--- config.mk ---
export PLATFORM = sky130hd
export DESIGN_NAME = mem_requester
export DESIGN_NICKNAME = d
export VERILOG_FILES = /design/src/rtl/mem_requester.sv
export SDC_FILE = /design/constraint.sdc
export NUM_CORES = 1
export LEC_CHECK = 0
export ABC_AREA = 1
export BUFFER_PORTS_ARGS = -buffer_cell sky130_fd_sc_hd__buf_4
export CORE_MARGIN = 1
export CORE_UTILIZATION = 52
export DETAILED_ROUTE_END_ITERATION = 6
export GPL_TIMING_DRIVEN = 1
export PLACE_DENSITY = 0.95
export SLEW_MARGIN = 40
export SYNTH_ARGS = -nofsm -noshare
export SYNTH_HDL_FRONTEND = slang
export SYNTH_SLANG_ARGS = --single-unit
--- constraint.sdc ---
create_clock -name clk -period 6.3 [get_ports clk]
set_input_delay 0.945 -clock clk [delete_from_list [all_inputs] [get_ports clk]]
set_output_delay 0.945 -clock clk [all_outputs]
set_load 0.02 [all_outputs]
--- src/rtl/mem_requester.sv ---
// Initiator for the single-word request/acknowledge RAM protocol: one load or
// store in flight, one-cycle request pulses, and a watchdog on the acknowledge.
module mem_requester #(
    parameter int unsigned TIMEOUT_CYCLES = 64
) (
    input  logic        clk,
    input  logic        reset,
    input  logic        cmdValid,
    output logic        cmdReady,
    input  logic        cmdWrite,
    input  logic [31:0] cmdAddr,
    input  logic [31:0] cmdData,
    output logic        rspValid,
    output logic        rspWrite,
    output logic [31:0] rspData,
    output logic        rspTimeout,
    output logic        busy,
    output logic [31:0] ramAddress,
    output logic [31:0] ramOut,
    output logic        readReq,
    output logic        writeReq,
    input  logic [31:0] ramValue,
    input  logic        readAck,
    input  logic        writeAck
);

    typedef enum logic [1:0] {
        IDLE  = 2'd0,
        WAIT  = 2'd1,
        ERROR = 2'd2
    } state_t;

    localparam logic [15:0] TIMEOUT_W = TIMEOUT_CYCLES[15:0];

    state_t      state_q, state_d;
    logic [31:0] ramAddress_q, ramAddress_d;
    logic [31:0] ramOut_q, ramOut_d;
    logic [31:0] rspData_q, rspData_d;
    logic        readReq_q, readReq_d;
    logic        writeReq_q, writeReq_d;
    logic        rspValid_q, rspValid_d;
    logic        rspWrite_q, rspWrite_d;
    logic        rspTimeout_q, rspTimeout_d;
    logic        isWrite_q, isWrite_d;
    logic [15:0] cnt_q, cnt_d;
    logic        match;

    always_ff @(posedge clk or posedge reset) begin
        if (reset) begin
            state_q      <= IDLE;
            ramAddress_q <= '0;
            ramOut_q     <= '0;
            rspData_q    <= '0;
            readReq_q    <= 1'b0;
            writeReq_q   <= 1'b0;
            rspValid_q   <= 1'b0;
            rspWrite_q   <= 1'b0;
            rspTimeout_q <= 1'b0;
            isWrite_q    <= 1'b0;
            cnt_q        <= '0;
        end else begin
            state_q      <= state_d;
            ramAddress_q <= ramAddress_d;
            ramOut_q     <= ramOut_d;
            rspData_q    <= rspData_d;
            readReq_q    <= readReq_d;
            writeReq_q   <= writeReq_d;
            rspValid_q   <= rspValid_d;
            rspWrite_q   <= rspWrite_d;
            rspTimeout_q <= rspTimeout_d;
            isWrite_q    <= isWrite_d;
            cnt_q        <= cnt_d;
        end
    end

    always_comb begin
        state_d      = state_q;
        ramAddress_d = ramAddress_q;
        ramOut_d     = ramOut_q;
        rspData_d    = rspData_q;
        rspWrite_d   = rspWrite_q;
        isWrite_d    = isWrite_q;
        cnt_d        = cnt_q;
        // Pulses and strobes fall back to zero every cycle so no level is ever held.
        readReq_d    = 1'b0;
        writeReq_d   = 1'b0;
        rspValid_d   = 1'b0;
        rspTimeout_d = 1'b0;
        match        = isWrite_q ? writeAck : readAck;

        case (state_q)
            IDLE: begin
                if (cmdValid) begin
                    ramAddress_d = cmdAddr;
                    if (cmdWrite) ramOut_d = cmdData;
                    isWrite_d  = cmdWrite;
                    readReq_d  = !cmdWrite;
                    writeReq_d = cmdWrite;
                    cnt_d      = '0;
                    state_d    = WAIT;
                end
            end
            WAIT: begin
                if (match) begin
                    rspValid_d = 1'b1;
                    rspWrite_d = isWrite_q;
                    rspData_d  = isWrite_q ? 32'd0 : ramValue;
                    state_d    = IDLE;
                end else begin
                    cnt_d = cnt_q + 16'd1;
                    if (TIMEOUT_W != 16'd0 && cnt_d == TIMEOUT_W) begin
                        rspValid_d   = 1'b1;
                        rspTimeout_d = 1'b1;
                        rspWrite_d   = isWrite_q;
                        rspData_d    = 32'd0;
                        state_d      = ERROR;
                    end
                end
            end
            ERROR: state_d = ERROR;
            default: state_d = IDLE;
        endcase
    end

    assign cmdReady   = (state_q == IDLE);
    assign busy       = (state_q != IDLE);
    assign ramAddress = ramAddress_q;
    assign ramOut     = ramOut_q;
    assign readReq    = readReq_q;
    assign writeReq   = writeReq_q;
    assign rspValid   = rspValid_q;
    assign rspWrite   = rspWrite_q;
    assign rspData    = rspData_q;
    assign rspTimeout = rspTimeout_q;

endmodule

==> metrics.md, run 1 <==
| Metric | Value |
|---|---|
| Fraction of layout cells with a size suffix above 1 | `31.0%` |
| Synth Instances | `598` |
| Row cnt | `35` |
| Hold Crit Class | `flop to flop` |
| Dpl hpwl | `9860 um` |
| Crit path DAT | `3.49 ns` |
| Period minus WS final | `3.10 ns` |
| Clock insertion delay at the later pin of the skew report | `0.52 ns` |
| Setup crit start kind | `input port` |
| Worst slew margin | `54.5%` |
| Syn_nets | `702` |
| CTS Buffer Depth | `2` |
| Crit. End Element | `flop` |
| LEAKAGE | `0.00400 uW` |
| Die footprint | `10000 um^2` |
| GRT Total Usage | `30.4%` |
| First-pass GRT wire length | `23400 um` |
| Data required, critical path | `6.69 ns` |
| Crit Path Class | `input port to flop` |
| Sw power | `1570 uW` |
| Sink Count | `120` |
| Flop pwr share | `33.4%` |
| Routed Wire Length | `14800 um` |
| Placer Congestion | `0.932` |
| Max-Cap Viols | `0` |
| Flops & latches, synth | `120` |
| 1st-pass router iterations | `5` |
| Total power | `3940 uW` |
| Initial DRC Count | `232` |
| TritonCTS buffer count | `17` |
| Period utilisation layout | `49.1%` |
| Area Growth Syn to Fin | `44.6%` |
| Status | `finished, final reports clean` |
| Clock Root Buffer | `clkbuf_8` |
| CTS tree | `done` |
| DRC | `0` |
| Final hold violation count | `0` |
| Avg Vias per Cell | `5.20` |
| Mapped cell area | `5000 um^2` |
| Worst slew pin tran | `0.682 ns` |
| Post-synth cell types | `23` |
| CP Cell Sequence | `buf_4 > nand2_2 > clkinv_2 > nand2_2 > inv_2 > nand2_1 > nand2_1` |
| Core footprint | `9280 um^2` |
| Port bufs | `204` |
| Die height | `100 um` |
| Highest ir drop seen on vdd | `0.372 mV` |
| Final net count | `904` |
| Most frequent cells in the layout | `nand2_1, buf_4, dfrtp_1` |
| Clock Power Share | `25.9%` |
| Clock Pin Slew Worst Setup and Hold Paths | `0.06 ns` |
| Initial Utilization | `53.9%` |
| Combinational power share | `40.7%` |
| Setup TNS | `0 ns` |
| # fillers | `579` |
| PD cells | `545 nW/um^2` |
| Initial antenna violation count | `0` |
| Grt ovf | `0` |
| Top delay family on crit path | `simple AND/OR/NAND/NOR gates` |
| Largest stage delay, worst path | `0.68 ns` |
| H-Tree Depth | `4` |
| Seq/Total Area, Yosys | `60.0%` |
| Layout Skew | `0.0102 ns` |
| CP bufs+invs | `3` |
| Syn_area_per_cell | `8.37 um^2` |
| Finish-stage setup viols | `0` |
| Worst path slowest cell | `nand2_2` |
| Drt wl/cell | `15.7 um` |
| Vias in the first global route | `4952` |
| Critical-path maximum fanout | `35` |
| Vias | `4903` |
| Hold-fix buffers, CTS | `0` |
| Synth warn | `0` |
| Diode count | `0` |
| CTS resizes | `0` |
| Final ANT Viol Nets | `0` |
| IO Count | `205` |
| Most common cell after layout, fill and taps aside | `nand2_1` |
| RSZ-0062 raised after global routing | `no` |
| Sw frac | `39.8%` |
| Largest net degree at the start of global routing | `76` |
| Die X | `100 um` |
| Internal Pwr Total | `2370 uW` |
| Setup Buffers After CTS | `0` |
| Slew Viols, Final | `0` |
| F_max | `323 MHz` |
[cell type report]
type                            instances  area (um^2)  area share [%]
Clock buffer                           19          432            5.97
Tap cell                              129          161            2.23
Timing Repair Buffer                  206         1550            21.4
Inverter                               31          120            1.66
Multi-Input combinational cell        424         1780            24.6
Sequential cell                       120         3000            41.5
Clock inverter                         13          193            2.66
[synth_stat cells]
cell type	number	area share [%]
o22ai_1	11	1.4
buf_2	3	0.30
nor3_1	2	0.20
nor2_2	5	0.63
a22o_1	1	0.18
inv_1	29	2.2
o21ai_1	1	0.10
clkinv_1	1	0.075
nand2_1	311	23
inv_2	1	0.075
dfrtp_1	120	60
nand2_4	1	0.23
ha_1	2	0.50
xor2_1	2	0.35
and2_1	1	0.13
nor2_1	20	1.5
buf_6	3	0.68
o21ai_0	9	0.90
a21oi_1	2	0.20
nand4_1	6	0.75
nand2_2	2	0.25
clkbuf_1	17	1.3
nand3_1	48	4.8
[path summary, 6_finish.rpt]
kind                       startpoint        endpoint  slack, ns  depth (start not counted)
min                        rspData[4]      rspData[4]       0.48                          2
max in group asynchronous       reset  ramAddress[21]       4.71                          3
min reg2reg                rspData[4]      rspData[4]       0.48                          2
min in group asynchronous       reset      rspData[2]       0.49                          2
max                          cmdValid      ramOut[21]       3.20                          7
max reg2reg                state_q[1]      ramOut[21]       3.24                          7
[stage by stage]
step	setup WS [ns]	utilization [%]	cells	hold WS (ns)	cell area, um^2
after floorplan	2.17	-	598	0.498	5000
after global placement	1.25	71.1	910	0.455	6600
after detailed placement	2.82	71.2	910	0.460	6610
after CTS	3.30	77.9	942	0.475	7240
after global routing	3.02	77.9	942	0.498	7240
final	3.20	77.9	942	0.476	7240
[state kept, by name, summed over array words and instances (netlist names)]
name        count
ramAddress     32
ramOut         32
rspData        32
cnt_q          16
state_q         2
isWrite_q       1
readReq         1
rspTimeout      1
rspValid        1
rspWrite        1
writeReq        1
[power by group through the flow]
stage	sequential [uW]	combinational, uW	clock [uW]
after floorplan	1680	493	0
after CTS	1310	1610	1030
final	1320	1610	1020
after detailed placement	1310	1590	0
after global routing	1350	1720	1070
after global placement	1290	1540	0
[worst min-delay path, stage by stage, from the launching register on]
cell and delay, ns:
dfrtp_1 0.34, nand2_1 0.06, nand2_1 0.05
[metal layers]
layer	global-route usage, %	part of all wire, %	wire [um]
met1	34.1	37	5520
met2	52.8	52	7710
met3	10.4	7.2	1060
met4	13.4	3.3	491
met5	0	0	0
[cells by family (layout without fill, tap and decap cells)]
| kind of cell | after synthesis | in the layout | share of synthesized area [%] |
|---|---|---|---|
| DFF | 120 | 120 | 60.0 |
| xor gates and xnor gates | 2 | 2 | 0.350 |
| adders and majority gates | 2 | 2 | 0.500 |
| AOI/OAI and AO/OA | 24 | 24 | 2.75 |
| buffers and inverters | 54 | 269 | 4.58 |
| and+or+nand+nor | 396 | 396 | 31.8 |
Note: power is estimated with default switching activity, not from simulation.
==> run 2: changes to the inputs <==
- CORE_UTILIZATION: 52 -> 48
- PLACE_DENSITY: 0.95 -> 0.9
- clock period: 6.3 -> 3 ns (I/O delays scaled with it)
==> run 2 against run 1 <==
  * Global-route usage is 3.8 points lower
  * Worst setup slack worse by 2.5 ns
  * Clock power is 99% higher
  * Count of clock-buffer cells in the layout is 1 lower
  * Clock skew is 0.00074 ns lower
  * Combinational power is 110% higher
  * Total power is 110% higher
==> metrics.md, run 2 (synthesized netlist as in run 1, its figures left out) <==
| Metric | Value |
|---|---|
| GRT Total Usage | `26.6%` |
| IO Count | `205` |
| LEAKAGE | `0.00403 uW` |
| Largest net degree at the start of global routing | `76` |
| Drt wl/cell | `14.2 um` |
| Dpl cells | `920` |
| Period utilisation layout | `76.5%` |
| Clock Pin Slew Worst Setup and Hold Paths | `0.06 ns` |
| Most frequent cells in the layout | `nand2_1, buf_4, dfrtp_1` |
| CP Depth | `14` |
| Diode count | `0` |
| 1st-pass router iterations | `4` |
| Core footprint | `9950 um^2` |
| Setup TNS | `0 ns` |
| Setup Buffers After CTS | `0` |
| Vias in the first global route | `4852` |
| Row cnt | `36` |
| H-Tree Depth | `4` |
| Slew Viols, Final | `0` |
| Final core utilization | `73.1%` |
| Worst slew margin | `60.3%` |
| Finish-stage setup viols | `0` |
| TritonCTS buffer count | `17` |
| Most common cell after layout, fill and taps aside | `nand2_1` |
| Setup crit start kind | `flop` |
| Final hold slack | `0.117 ns` |
| Layout Cells excl Fill | `953` |
| Critical-path maximum fanout | `34` |
| CTS tree | `done` |
| Period minus WS final | `2.29 ns` |
| DRC | `0` |
| Layout Skew | `0.00947 ns` |
| Die footprint | `10800 um^2` |
| Clock insertion delay at the later pin of the skew report | `0.52 ns` |
| Largest stage delay, worst path | `0.44 ns` |
| CP Cell Sequence | `ha_1 > nand2_1 > nor2_2 > nand3_1 > nand2_1 > nand2_1 > inv_1 > nand2_1 > nor2_1 > nand3_1 > nand2_2 > nand2_4 > nand2_1 > nand2_1` |
| Grt ovf | `0` |
| Hold_sp | `cmdWrite` |
| Worst slew pin tran | `0.595 ns` |
| Dpl hpwl | `9770 um` |
| Crit. End Element | `flop` |
| Top delay family on crit path | `simple AND/OR/NAND/NOR gates` |
| Port bufs | `204` |
| RSZ-0062 raised after global routing | `no` |
| Final ANT Viol Nets | `0` |
| Worst Reg-to-Reg Cells | `14` |
| Final net count | `911` |
| Die height | `104 um` |
| Crit path DAT | `2.69 ns` |
| Avg Vias per Cell | `4.94` |
| Placer Congestion | `0.916` |
| Fraction of layout cells with a size suffix above 1 | `31.1%` |
| CTS Buffer Depth | `2` |
| # fillers | `764` |
| Crit Path Class | `flop to flop` |
| Area Growth Syn to Fin | `45.4%` |
| Final hold violation count | `0` |
| Routed Wire Length | `13600 um` |
| Hold Crit Class | `input port to flop` |
| CTS resizes | `0` |
| Data required, critical path | `3.39 ns` |
| Worst hold path depth | `2` |
| Worst path slowest cell | `dfrtp_1` |
| RR Startpoint | `cnt_q[0]` |
| First-pass GRT wire length | `22800 um` |
| Max-Cap Viols | `0` |
| Initial Utilization | `50.3%` |
| Vias | `4706` |
| F_max | `436 MHz` |
| Clock Root Buffer | `clkbuf_8` |
| Initial DRC Count | `356` |
| Die X | `104 um` |
| Cell mode on critical path | `nand2_1` |
| PD cells | `1120 nW/um^2` |
| Initial antenna violation count | `0` |
| CP bufs+invs | `1` |
| Worst Setup SP | `cnt_q[0]` |
| Sink Count | `120` |
| Highest ir drop seen on vdd | `0.626 mV` |
| Status | `finished, final reports clean` |
[run 2: worst reg2reg max path: stages (launching register included)]
cell,delay [ns]
dfrtp_1,0.44
ha_1,0.24
nand2_1,0.09
nor2_2,0.25
nand3_1,0.12
nand2_1,0.08
nand2_1,0.04
inv_1,0.10
nand2_1,0.07
nor2_1,0.09
nand3_1,0.11
nand2_2,0.11
nand2_4,0.21
nand2_1,0.14
nand2_1,0.08
[run 2: path summary, 6_finish.rpt]
check	slack [ns]	to
worst max register to register	0.71	rspData[16]
worst min-delay path	0.12	readReq
max in group asynchronous	1.67	ramOut[28]
min in group asynchronous	0.57	ramAddress[0]
worst max-delay path	0.71	rspData[16]
worst min register to register	0.47	rspData[19]
[run 2: final cells by class]
class	instances	area, um^2	area share, %
clock buffer	18	428	5.88
clock inverter	14	173	2.37
inverter	31	120	1.65
multi-input combinational	424	1770	24.4
sequential	120	3000	41.3
tap	133	166	2.29
timing repair buffer	213	1610	22.2
[run 2: report_power, final]
group / internal [uW] / switching [uW]
sequential: 2320 / 430
clock: 1290 / 744
combinational: 1310 / 2030
[run 2: per-layer routing]
layer / wire [um] / track usage [%]
met4: 388 / 12.6
met2: 6790 / 44.3
met3: 984 / 7.83
met5: 0 / 0
met1: 5410 / 31.7
[run 2: through the flow]
step | worst slack (ns) | total power [uW] | instance area (um^2)
6_report | 0.705 | 8120 | 7280
3_5_place_dp | 0.772 | 6110 | 6670
4_1_cts | 0.731 | 8180 | 7280
3_3_place_gp | 0.832 | 5970 | 6670
5_1_grt | 0.397 | 8560 | 7280
2_1_floorplan | 1.08 | 4560 | 5010
[run 2: timing repair]
| action | in CTS | in global routing |
|---|---|---|
| endpoints found under the setup margin | 0 | 0 |
| hold buffers | 1 | 0 |
| endpoints found under the hold margin | 2 | 0 |
